--- src/rtl/sram_fifo_pkg.sv ---
// Shared constants for the SRAM-backed stream FIFO and its output buffer.
package sram_fifo_pkg;

  localparam int SRAM_DW    = 32;
  localparam int SRAM_AW    = 7;
  localparam int SRAM_DEPTH = 1 << SRAM_AW;
  localparam int OBUF_DEPTH = 2;
  localparam int RD_LAT     = 1;

  typedef logic [1:0] ob_cnt_t;

endpackage

--- src/rtl/sram_fifo_obuf.sv ---
// Two-entry registered output buffer; slot0 is always the head, so head data is a flop output.
module sram_fifo_obuf
  import sram_fifo_pkg::*;
#(
  parameter int DW = SRAM_DW
) (
  input  logic          clk,
  input  logic          rst_n,
  input  logic          flush,
  input  logic          push,
  input  logic          pop,
  input  logic [DW-1:0] din,
  output ob_cnt_t       cnt,
  output logic [DW-1:0] head
);

  logic [DW-1:0] slot0;
  logic [DW-1:0] slot1;

  // NOTE: sequential state is assigned with <= only, so every flop sees pre-edge values.
  always_ff @(posedge clk) begin
    if (!rst_n || flush) begin
      cnt <= '0;
    end else begin
      cnt <= cnt + ob_cnt_t'(push) - ob_cnt_t'(pop);
    end
  end

  // NOTE: payload slots have no reset; cnt alone says which slots hold live data.
  always_ff @(posedge clk) begin
    if (pop) begin
      if (cnt == 2'd2) slot0 <= slot1;
      if (push) begin
        if (cnt == 2'd1) slot0 <= din;
        else             slot1 <= din;
      end
    end else if (push) begin
      if (cnt == 2'd0) slot0 <= din;
      else             slot1 <= din;
    end
  end

  assign head = slot0;

  a_no_overflow : assert property (@(posedge clk) disable iff (!rst_n || flush)
    !(push && !pop && cnt == ob_cnt_t'(OBUF_DEPTH)))
    else $error("sram_fifo_obuf: push into full buffer");

endmodule

--- src/rtl/sram_stream_fifo.sv ---
// Stream FIFO controller wrapped around a 1R1W SRAM macro with a 1-cycle read latency.
module sram_stream_fifo
  import sram_fifo_pkg::*;
#(
  parameter int DATA_WIDTH = SRAM_DW,
  parameter int ADDR_WIDTH = SRAM_AW,
  parameter int DEPTH      = 1 << ADDR_WIDTH,
  parameter int LVL_W      = $clog2(DEPTH + 2) + 1
) (
  input  logic                  clk,
  input  logic                  rst_n,
  input  logic                  flush,
  input  logic                  in_valid,
  output logic                  in_ready,
  input  logic [DATA_WIDTH-1:0] in_data,
  output logic                  out_valid,
  input  logic                  out_ready,
  output logic [DATA_WIDTH-1:0] out_data,
  output logic [LVL_W-1:0]      level,
  output logic                  sram_csb0,
  output logic [ADDR_WIDTH-1:0] sram_addr0,
  output logic [DATA_WIDTH-1:0] sram_din0,
  output logic                  sram_csb1,
  output logic [ADDR_WIDTH-1:0] sram_addr1,
  input  logic [DATA_WIDTH-1:0] sram_dout1
);

  localparam int CNT_W = ADDR_WIDTH + 1;

  logic [ADDR_WIDTH-1:0] wr_ptr;
  logic [ADDR_WIDTH-1:0] rd_ptr;
  logic [CNT_W-1:0]      sram_cnt;
  logic                  rd_inflight;
  ob_cnt_t               ob_cnt;
  ob_cnt_t               pend;
  logic                  clr;
  logic                  wr_fire;
  logic                  rd_fire;
  logic                  pop;

  assign clr = !rst_n || flush;

  assign in_ready = (sram_cnt != CNT_W'(DEPTH)) && !clr;
  assign wr_fire  = in_valid && in_ready;

  assign sram_csb0  = ~wr_fire;
  assign sram_addr0 = wr_ptr;
  assign sram_din0  = in_data;

  // Reads already committed to the buffer (held or in flight) must leave room for this one,
  // unless the head pops in the same cycle.
  assign pend    = ob_cnt + ob_cnt_t'(rd_inflight);
  assign pop     = out_valid && out_ready;
  assign rd_fire = (sram_cnt != '0) && !clr &&
                   ((pend < ob_cnt_t'(OBUF_DEPTH)) ||
                    ((pend == ob_cnt_t'(OBUF_DEPTH)) && pop));

  assign sram_csb1  = ~rd_fire;
  assign sram_addr1 = rd_ptr;

  // sram_cnt only counts writes issued on earlier edges, so rd_ptr never chases a same-cycle write.
  always_ff @(posedge clk) begin
    if (clr) begin
      wr_ptr      <= '0;
      rd_ptr      <= '0;
      sram_cnt    <= '0;
      rd_inflight <= 1'b0;
    end else begin
      if (wr_fire) wr_ptr <= wr_ptr + 1'b1;
      if (rd_fire) rd_ptr <= rd_ptr + 1'b1;
      sram_cnt    <= sram_cnt + CNT_W'(wr_fire) - CNT_W'(rd_fire);
      rd_inflight <= rd_fire;
    end
  end

  // A capture arriving in the flush cycle is dropped by the buffer's own clear.
  sram_fifo_obuf #(
    .DW (DATA_WIDTH)
  ) u_obuf (
    .clk   (clk),
    .rst_n (rst_n),
    .flush (flush),
    .push  (rd_inflight),
    .pop   (pop),
    .din   (sram_dout1),
    .cnt   (ob_cnt),
    .head  (out_data)
  );

  assign out_valid = (ob_cnt != '0);
  assign level     = LVL_W'(sram_cnt) + LVL_W'(rd_inflight) + LVL_W'(ob_cnt);

endmodule

--- config.mk ---
export PLATFORM = sky130hd
export DESIGN_NAME = sram_stream_fifo
export DESIGN_NICKNAME = d
export VERILOG_FILES = /design/src/rtl/sram_fifo_pkg.sv /design/src/rtl/sram_fifo_obuf.sv /design/src/rtl/sram_stream_fifo.sv
export SDC_FILE = /design/constraint.sdc
export NUM_CORES = 1
export LEC_CHECK = 0
export ABC_AREA = 1
export BUFFER_PORTS_ARGS = -buffer_cell sky130_fd_sc_hd__buf_2
export CAP_MARGIN = 20
export CORE_ASPECT_RATIO = 0.75
export CORE_MARGIN = 4
export CORE_UTILIZATION = 46
export DETAILED_ROUTE_END_ITERATION = 6
export PLACE_DENSITY = 0.83
export SYNTH_ARGS = -nofsm -noshare
export SYNTH_HDL_FRONTEND = slang
export SYNTH_HIERARCHICAL = 1
export SYNTH_SLANG_ARGS = --single-unit
--- constraint.sdc ---
create_clock -name clk -period 3.7 [get_ports clk]
set_input_delay 0.555 -clock clk [delete_from_list [all_inputs] [get_ports clk]]
set_output_delay 0.555 -clock clk [all_outputs]
set_load 0.005 [all_outputs]
# Word level (Yosys, flattened, before mapping)
# Cells that the tools add are included.
# classes
n_addsub	8
order_cmp	1
n_eq_ne	6
mux	11
bitwise_logic	2
reduce_logical	17
# op_table
op	count
2-to-1 mux 32 bit	11
adder 7 x 1 -> 7 bit, second input constant	2
adder 8 x 1 -> 9 bit	1
adder 9 x 2 -> 9 bit	1
adder 8 x 1 -> 8 bit	1
!= test 8 bit, second input constant	1
nonzero test 8 bit	1
subtractor 8 x 1 -> 8 bit	1
logical AND 1 bit	6
nonzero test 2 bit	3
== test 2 bit, second input constant	2
!= test 2 bit, second input constant	2
AND reduction 3 bit	1
adder 2 x 1 -> 2 bit	1
== test 2 x 1 -> 1 bit, second input constant	1
logical NOT 1 bit	2
logical NOT 2 bit	1
logical OR 1 bit	2
< comparator 2 bit, second input constant	1
NOT 1 bit	2
AND reduction 2 bit	1
subtractor 2 x 1 -> 2 bit	1
# totals
regBits	89
in_bits	69
output_inout_bits	91
elab_cells	52

# Depth between registers and ports, before layout
# Gate-level depths: netlist of run 1.
# logic_depth
depth_word	7
mapped_depth	20

# Modules after synthesis
# Netlist of run 1, hierarchy kept.
# modules_own_cells
mod	n_inst	cells_per_inst	area_per_inst_um2
sram_fifo_obuf	1	303	2992.9
sram_stream_fifo	1	272	1946.9

# Least setup slack after synthesis of run 1
# Ideal clock, no wire load.
# synth_timing
path_type	reg-to-reg
start	register u_obuf.cnt[0]
end	register u_obuf.slot0[0] (netlist: u_obuf/head[0]) (enable)
setup_ns	0.466
arrival_time_ns	3.000
slack_ns	0.235
path_stages_with_launch	5
n_path_buf	1
period_less_slack_ns	3.465
cell_sequence	dfxtp_1 -> inv_2 -> buf_2 -> nand2_1 -> o21ai_0
# synth_via
elab_chain_len	4
elab_cells_between_ends	6
# synth_rtl
element	line	source
from (decl)	sram_fifo_obuf.sv:13	output ob_cnt_t cnt,
from (signal assigned)	sram_fifo_obuf.sv:25	cnt <= cnt + ob_cnt_t'(push) - ob_cnt_t'(pop);
nonzero test 2 bit	sram_stream_fifo.sv:90	assign out_valid = (ob_cnt != '0);
logical AND 1 bit	sram_stream_fifo.sv:53	assign pop = out_valid && out_ready;
nonzero test 2 bit (no line)	n/a	
AND reduction 2 bit (no line) (*)	n/a	
to (signal assigned)	sram_fifo_obuf.sv:32	if (cnt == 2'd2) slot0 <= slot1;
to (signal assigned)	sram_fifo_obuf.sv:34	if (cnt == 2'd1) slot0 <= din;
to (signal assigned)	sram_fifo_obuf.sv:38	if (cnt == 2'd0) slot0 <= din;
to (decl)	sram_fifo_obuf.sv:17	logic [DW-1:0] slot0;
# Mark *: on every way between the ends. The rest lies on a longest branch, timed or not.
# A chain may end at the register's enable or synchronous reset.

# Final worst setup path of run 1
# layout_timing
start	register sram_cnt[4]
end	register sram_cnt[6]
# layout_via
elab_chain_len	5
elab_cells_between_ends	8
# layout_rtl
element	line	source
from (decl)	sram_stream_fifo.sv:32	logic [CNT_W-1:0] sram_cnt;
from (signal assigned)	sram_stream_fifo.sv:71	sram_cnt <= sram_cnt + CNT_W'(wr_fire) - CNT_W'(rd_fire);
!= test 8 bit	sram_stream_fifo.sv:43	assign in_ready = (sram_cnt != CNT_W'(DEPTH)) && !clr;
logical AND 1 bit	sram_stream_fifo.sv:43	
logical AND 1 bit	sram_stream_fifo.sv:44	assign wr_fire = in_valid && in_ready;
adder 8 x 1 -> 8 bit	sram_stream_fifo.sv:71	
subtractor 8 x 1 -> 8 bit (*)	sram_stream_fifo.sv:71	
# Marked as above.

==> results of run 1 <==
-- flip-flops by register name, summed over array words and instances (netlist names) --
signal,flops
sram_addr0,7
sram_cnt,8
rd_inflight,1
u_obuf/slot1,32
u_obuf/head,32
u_obuf/cnt,2
sram_addr1,7
-- through the flow --
step / cells / hold slack, ns
finish: 774 / 0.408
CTS: 773 / 0.395
floorplan: 575 / 0.468
global route: 774 / 0.395
detailed placement: 757 / 0.481
global placement: 757 / 0.485
-- cells in the mapped netlist (all sizes together) (2+ instances only) --
| library cell | n |
|---|---|
| a21oi | 19 |
| buf | 50 |
| dfxtp | 25 |
| edfxtp | 64 |
| fa | 3 |
| ha | 22 |
| inv | 47 |
| nand2 | 232 |
| nand3 | 58 |
| nand4 | 4 |
| nor2 | 23 |
| o21ai | 4 |
| o21bai | 2 |
| xnor2 | 4 |
| xor2 | 9 |
-- routing by layer --
layer | vias to the layer above | track usage, % | wire length, um
li1 | 1930 | - | -
met1 | 1803 | 22.7 | 4910
met2 | 125 | 29.8 | 5330
met3 | 30 | 4.48 | 616
met4 | 0 | 6.77 | 286
met5 | - | 0 | 0
-- logic make-up (layout without fill, tap and decap cells) --
family / count (synthesis) / in the layout / share of synthesized area, %
AOI/OAI and AO/OA: 28 / 28 / 3.06
xor gates and xnor gates: 13 / 13 / 2.30
buffers and inverters: 99 / 162 / 11.4
and+or+nand+nor: 321 / 321 / 27.4
DFF: 89 / 89 / 49.0
adders and majority gates: 25 / 25 / 6.79
-- power breakdown --
part / internal (uW) / switching, uW / total (uW)
combinational: 381 / 635 / 1020
sequential: 1250 / 95.7 / 1350
clock: 591 / 382 / 974
total: 2230 / 1110 / 3340
-- final timing paths --
path	to	depth (start not counted)	slack (ns)
worst min-delay path	u_obuf/slot1[19]$_DFFE_PP_	1	0.41
worst min register to register	sram_addr1[6]$_SDFFE_PP0P_	2	0.49
worst max register to register	sram_cnt[6]$_SDFF_PP0_	20	0.84
worst max-delay path	sram_cnt[6]$_SDFF_PP0_	20	0.84
-- cell type report --
| class | count | area, um^2 |
|---|---|---|
| Fill cell | 967 | 4780 |
| Clock inverter | 7 | 93.8 |
| Clock buffer | 9 | 225 |
| Multi-Input combinational cell | 387 | 1980 |
| Tap cell | 136 | 170 |
| Timing Repair Buffer | 98 | 518 |
| Sequential cell | 89 | 2420 |
| Inverter | 48 | 188 |
==> results.ini, run 1 <==
[sta]
fin_skew_ns = 0.00546
finalCritPeriodShare_pct = 77.2
timing_hold_violations_final = 0
setup_tns_ns = 0
slew_violations = 0
setup_viol = 0
fmax_ghz = 0.350
tightest_slew_ns = 0.697
relSlewSlack_pct = 53.4
finalWorstPathRequiredPeriod_ns = 2.86
rsz0062_at_grt = no
fin_ws_ns = 0.843

[yosys]
syn_nets = 669
synthTopCellsByArea = edfxtp_1 (39%), nand2_1 (17%), dfxtp_1 (10%)
synth_largest_area_cell = edfxtp_1
synth.distinct_cells = 35
avgSynthCellArea_um2 = 8.59
yosys_most_used_dff = edfxtp_1
synth.ff_latch_count = 89
netlist_area_um2 = 4940
synth_edf_count = 64
yosysSeqAreaShare_pct = 49.0
synth_warnings = 6
synthCells = 575
synth_top_area_share_pct = 38.9
async_flop_share_pct = 0

[setup_path]
critPathLaunch = sram_cnt[4]$_SDFF_PP0_
critPathArrivalTime_ns = 3.09
startpoint_type = flip-flop
crit_type = reg -> reg
timing.rr.start = sram_cnt[4]$_SDFF_PP0_
critPathMaxFanout = 11
critical_path.top_delay_family = simple AND/OR/NAND/NOR gates
crit_chain = inv_1, ha_1, nand2_1, inv_1, nand3_1, nand2_1, inv_2, nand2_2, nor2_1, inv_1, nand2_1, ha_1, inv_1, fa_1, inv_1, nand4_1, nand3_1, nand2_1, nand2_1, nor2_1
slowest_delay_ns = 0.40
cp-end-kind = flip-flop
cp_slowest_cell = dfxtp_1
required_ns = 3.93
path_buf_inv = 6

[floorplan]
coreArea_um2 = 10400
ios = 160
dieArea_um2 = 12500
die_height_um = 97.7
rows = 32
start_util_pct = 47.6
die_w_um = 128

[placement]
dp_hpwl_mm = 7.73
pre_cts_slack_ns = 0.752
routabilityCongestion = 0.862
placed_cell_area_um2 = 5250
io_buffers = 95

[hold_path]
hp-class = in -> reg
hold_path_startpoint = sram_dout1[19]

[clock_tree]
clkSlewWorstSetupHoldPaths_ns = 0.06
clock-sinks = 89
postCtsSetupRepairBufs = 0
cts_resized = 0
htreeDepth = 3
clock_latency_ns = 0.34
tritoncts = done
clk_path_buf_depth = 2
clockRootBuffer = clkbuf_16
hold_buffers = 0
cts_inserted_buffers = 9

[final_layout]
post-route-util_pct = 53.9
drive_above_1_share_pct = 21.0
final_common_cell = nand2_1
antennaDiodeCount = 0
area_growth_syn_to_layout_pct = 13.2
final_area_um2 = 5590
layout_common_cells = nand2_1 (225), buf_2 (95), edfxtp_1 (64)
nets = 727

[pwr]
p_per_area_nw_per_um2 = 597
power.leakage_uw = 0.00262
power_uw = 3340
irDropWorstVdd_mv = 0.255

[grt]
grt_pass1_wl_mm = 18.2
grt_overflow = 0
first_global_vias = 3752
grt_max_degree = 36
antenna_found_initial = 0
grt_usage_pct = 18.0

[detailed_routing]
routed_wirelength_mm = 11.1
routed-via-count = 3888
dr.pass1.iters = 5
wl_per_cell_um = 14.4
drc = 0
antenna_left = 0
vias_per_cell = 5.02
drt-initial-drc-count = 267

[status]
outcome = finished clean

[run]
drv_cap = 0

No activity file was read; power rests on OpenSTA's default activity.
==> run 2: changes to the inputs <==
clock period = 2.55 ns   (was 3.7 ns; I/O delays follow)
==> run 2 against run 1 <==
- core utilization rose by 1.7 points
- design area up 3.1%
- setup slack got worse by 0.76 ns
- final cell count is 2.3% higher
- clock power is 32% higher
- highest routed layer unchanged
==> results.ini, run 2 (same netlist as run 1, synthesis figures left out) <==
[setup_path]
slowest_delay_ns = 0.43
cp-end-kind = output port
crit_chain = inv_1, fa_1, inv_1, nand3_1, a21boi_1, nand2_1, xor2_1, buf_2
critPathMaxFanout = 3
cp_slowest_cell = fa_1
required_ns = 2.17
startpoint_type = flip-flop
critPathArrivalTime_ns = 2.08
crit_top_cell = inv_1
crit_type = reg -> out

[sta]
fin_ws_ns = 0.0830
finalCritPeriodShare_pct = 96.7
timing_hold_violations_final = 0
tightest_slew_ns = 0.685
fin_skew_ns = 0.00929
finalWorstPathRequiredPeriod_ns = 2.47
setup_viol = 0
relSlewSlack_pct = 54.1
fmax_ghz = 0.405
whs_ns = 0.239
slew_violations = 0

[final_layout]
fill_cells = 920
stdcell_count = 792
antennaDiodeCount = 0
area_growth_syn_to_layout_pct = 16.7
nets = 746
final_common_cell = nand2_1
layout_common_cells = nand2_1 (225), buf_2 (95), edfxtp_1 (64)
drive_above_1_share_pct = 25.6
post-route-util_pct = 55.6

[clock_tree]
htreeDepth = 3
cts_inserted_buffers = 9
clock-sinks = 89
clock_latency_ns = 0.33
clk_path_buf_depth = 2
clockRootBuffer = clkbuf_16
tritoncts = done
clkSlewWorstSetupHoldPaths_ns = 0.07

[pwr]
power_uw = 4910
power.leakage_uw = 0.00269
p_per_area_nw_per_um2 = 852
irDropWorstVdd_mv = 0.405

[floorplan]
rows = 32
dieArea_um2 = 12500
ios = 160
coreArea_um2 = 10400
start_util_pct = 47.6
die_w_um = 128
die_height_um = 97.7

[detailed_routing]
dr.pass1.iters = 5
drt-initial-drc-count = 250
vias_per_cell = 4.97
antenna_left = 0
wl_per_cell_um = 14.5
drc = 0
routed_wirelength_mm = 11.5
routed-via-count = 3934

[grt]
first_global_vias = 3927
grt_overflow = 0
grt_usage_pct = 18.2
grt_max_degree = 35
grt_pass1_wl_mm = 18.7
antenna_found_initial = 0

[placement]
routabilityCongestion = 0.835
dp_hpwl_mm = 7.96
dp_cells = 766
pre_cts_slack_ns = -0.0454
io_buffers = 95

[run]
drv_cap = 0

[status]
outcome = finished clean

[hold_path]
hp-class = in -> reg

-- run 2: cell count changes in the layout (fill, tap and decap cells not counted), moves of 3 or more --
cell | previous run | this run
buf_4 | 2 | 20
dfxtp_1 | 24 | 17
dfxtp_2 | 1 | 6
inv_1 | 43 | 39
ha_1 | 22 | 19
inv_2 | 3 | 6
-- run 2: timing repair --
item / 4_1_cts / 5_1_grt
setup buffers: 0 / 10
gates resized for setup: 2 / 22
hold buffers: 0 / 0
endpoints found under the hold margin: 0 / 0
setup endpoints to repair: 1 / 5
pin swaps: 0 / 3
-- run 2: area by class of cell --
class | count | area (um^2) | share of cell area [%]
sequential | 89 | 2440 | 42.3
tap | 136 | 170 | 2.95
clock inverter | 6 | 67.6 | 1.17
timing repair buffer | 117 | 664 | 11.5
inverter | 48 | 190 | 3.30
multi-input combinational | 387 | 2010 | 34.9
clock buffer | 9 | 225 | 3.91
-- run 2: power breakdown --
group          switching, uW  leakage, uW  internal (uW)
clock network            533     0.000134            756
logic                    992      0.00177            678
registers                123     0.000789           1830
-- run 2: worst max-delay path, delay by kind of cell (launching register included) --
kind,cells,cell delay [ns]
and+or+nand+nor,2,0.21
adders and majority gates,1,0.43
AOI/OAI and AO/OA,1,0.26
xor gates and xnor gates,1,0.15
DFF,1,0.40
buffers and inverters,3,0.31
-- run 2: stage by stage --
| step | setup TNS [ns] | area, um^2 |
|---|---|---|
| 6_report | 0 | 5770 |
| 5_1_grt | -0.0381 | 5770 |
| 4_1_cts | 0 | 5610 |
| 3_5_place_dp | -0.0454 | 5320 |
| 3_3_place_gp | 0 | 5320 |
| 2_1_floorplan | 0 | 4950 |
-- run 2: path summary, 6_finish.rpt --
kind,from,endpoint,slack [ns],cells past startpoint
max,sram_cnt[0]$_SDFF_PP0_,level[7],0.08,8
min,sram_dout1[9],u_obuf/slot1[9]$_DFFE_PP_,0.24,1
max reg2reg,sram_cnt[7]$_SDFF_PP0_,sram_cnt[6]$_SDFF_PP0_,0.18,20
min reg2reg,sram_addr1[6]$_SDFFE_PP0P_,sram_addr1[6]$_SDFFE_PP0P_,0.50,2
-- run 2: layer usage --
layer  vias up  global-route usage [%]  part of all wire, %
li1       1976                       -                    -
met1      1815                    22.3                   42
met2       114                    31.9                   51
met3        29                    4.48                  5.7
met4         0                    5.38                  1.5
met5         -                       0                    0
==> run 3: changes to the inputs <==
CORE_ASPECT_RATIO = 2   (was 0.75)
==> run 3 against run 2 <==
- first-iteration DRC count shrank 39%
- register-to-register slack gained 0.04 ns
- sequential power is essentially flat
- routed wire length grew 0.57%
- global-route usage grew 0.96 points
- final cell count shrank 0.63%
- hold slack gained 0.0022 ns
- total power shrank 0.47%
- combinational power shrank 5%
- design area shrank 0.95%
- via count grew 0.81%
- clock power grew 6%
==> results.ini, run 3 (same netlist as run 1, synthesis figures left out) <==
[grt]
grt_max_degree = 34
grt_overflow = 0
grt_pass1_wl_mm = 18.7
antenna_found_initial = 0
grt_usage_pct = 19.2
first_global_vias = 3966

[setup_path]
cp-end-kind = output port
critPathArrivalTime_ns = 1.99
required_ns = 2.17
critPathMaxFanout = 3
crit_type = reg -> out
startpoint_type = flip-flop

[sta]
finalWorstPathRequiredPeriod_ns = 2.37
fmax_ghz = 0.421
setup_viol = 0
finalCritPeriodShare_pct = 93.1
setup_tns_ns = 0
slew_violations = 0
timing_hold_violations_final = 0
fin_skew_ns = 0.00782
tightest_slew_ns = 0.670
relSlewSlack_pct = 55.1

[hold_path]
hp-class = in -> reg

[clock_tree]
tritoncts = done
clockRootBuffer = clkbuf_16
hold_buffers = 0
clock_latency_ns = 0.33
clk_path_buf_depth = 2
clkSlewWorstSetupHoldPaths_ns = 0.06
clock-sinks = 89
cts_inserted_buffers = 9
htreeDepth = 3

[floorplan]
dieArea_um2 = 12600
rows = 53
coreArea_um2 = 10500
die_height_um = 155
ios = 160
start_util_pct = 47.1
die_w_um = 81.3

[placement]
dp_hpwl_mm = 8.33
routabilityCongestion = 0.829
dp_cells = 769
io_buffers = 95
placed_cell_area_um2 = 5340

[final_layout]
stdcell_count = 787
antennaDiodeCount = 0
nets = 740
drive_above_1_share_pct = 24.0
area_growth_syn_to_layout_pct = 15.6
regArea_um2 = 2430
final_common_cell = nand2_1
layout_common_cells = nand2_1 (225), buf_2 (95), edfxtp_1 (64)
fill_cells = 978
multi_input_area_um2 = 2000
final_area_um2 = 5710

[detailed_routing]
routed-via-count = 3966
routed_wirelength_mm = 11.5
drc = 0
antenna_left = 0
wl_per_cell_um = 14.6
vias_per_cell = 5.04
dr.pass1.iters = 4
drt-initial-drc-count = 153

[pwr]
power.leakage_uw = 0.00268
p_per_area_nw_per_um2 = 856
irDropWorstVdd_mv = 0.599
power_uw = 4890

[status]
outcome = finished clean

[run]
drv_cap = 0

[run 3: cell types whose count changed in the layout (fill, tap and decap cells not counted), moves of 2 or more]
| cell | delta |
|---|---|
| ha_2 | -2 |
| buf_4 | -5 |
| clkinvlp_4 | -2 |
| ha_1 | +2 |
[run 3: metrics by stage]
| stage | util, % | hold WS (ns) | setup WS, ns |
|---|---|---|---|
| finish | 54.5 | 0.241 | 0.177 |
| detailed placement | 51.0 | 0.478 | 0.0416 |
| floorplan | - | 0.459 | 0.218 |
| global route | 54.5 | 0.228 | -0.0126 |
| CTS | 54.0 | 0.228 | 0.0290 |
| global placement | 51.0 | 0.479 | 0.132 |
[run 3: where the power goes]
| part | internal, uW | switching [uW] | total (uW) |
|---|---|---|---|
| registers | 1830 | 111 | 1940 |
| clock network | 853 | 515 | 1370 |
| logic | 619 | 963 | 1580 |
| total | 3300 | 1590 | 4890 |
[run 3: path summary, 6_finish.rpt]
path                              startpoint                    endpoint  slack (ns)  cells after the start
hold reg to reg   sram_addr1[6]$_SDFFE_PP0P_  sram_addr1[6]$_SDFFE_PP0P_        0.49                      2
setup reg to reg      sram_cnt[3]$_SDFF_PP0_      sram_cnt[6]$_SDFF_PP0_        0.22                     17
setup / recovery      sram_cnt[0]$_SDFF_PP0_                    level[7]        0.18                      8
hold / removal                sram_dout1[15]  u_obuf/slot1[15]$_DFFE_PP_        0.24                      1
[run 3: final cells by class]
class | instances | share of cell area [%]
inverter | 48 | 3.29
tap | 137 | 3.00
clock inverter | 5 | 1.42
clock buffer | 10 | 4.01
timing repair buffer | 111 | 10.6
sequential | 89 | 42.6
multi-input combinational | 387 | 35.0
[run 3: metal layers]
metal / routed length [um] / share of wire [%] / global-route usage (%) / vias up
li1: - / - / - / 1961
met3: 745 / 6.5 / 4.78 / 36
met2: 6400 / 56 / 34.6 / 129
met1: 4000 / 35 / 19.2 / 1840
met5: 0 / 0 / 0 / -
met4: 379 / 3.3 / 10.6 / 0
[run 3: timing repair]
action                     in CTS  in global routing
pin swaps                       0                  2
setup buffers                   0                  3
setup endpoints to repair       1                  4
resized for setup               1                 15
[run 3: critical path: stages (launching register included)]
cell      delay [ns]
dfxtp_1         0.38
inv_1           0.08
fa_1            0.42
inv_1           0.10
nand3_1         0.09
a21boi_1        0.23
nand2_1         0.10
xor2_1          0.14
buf_2           0.13
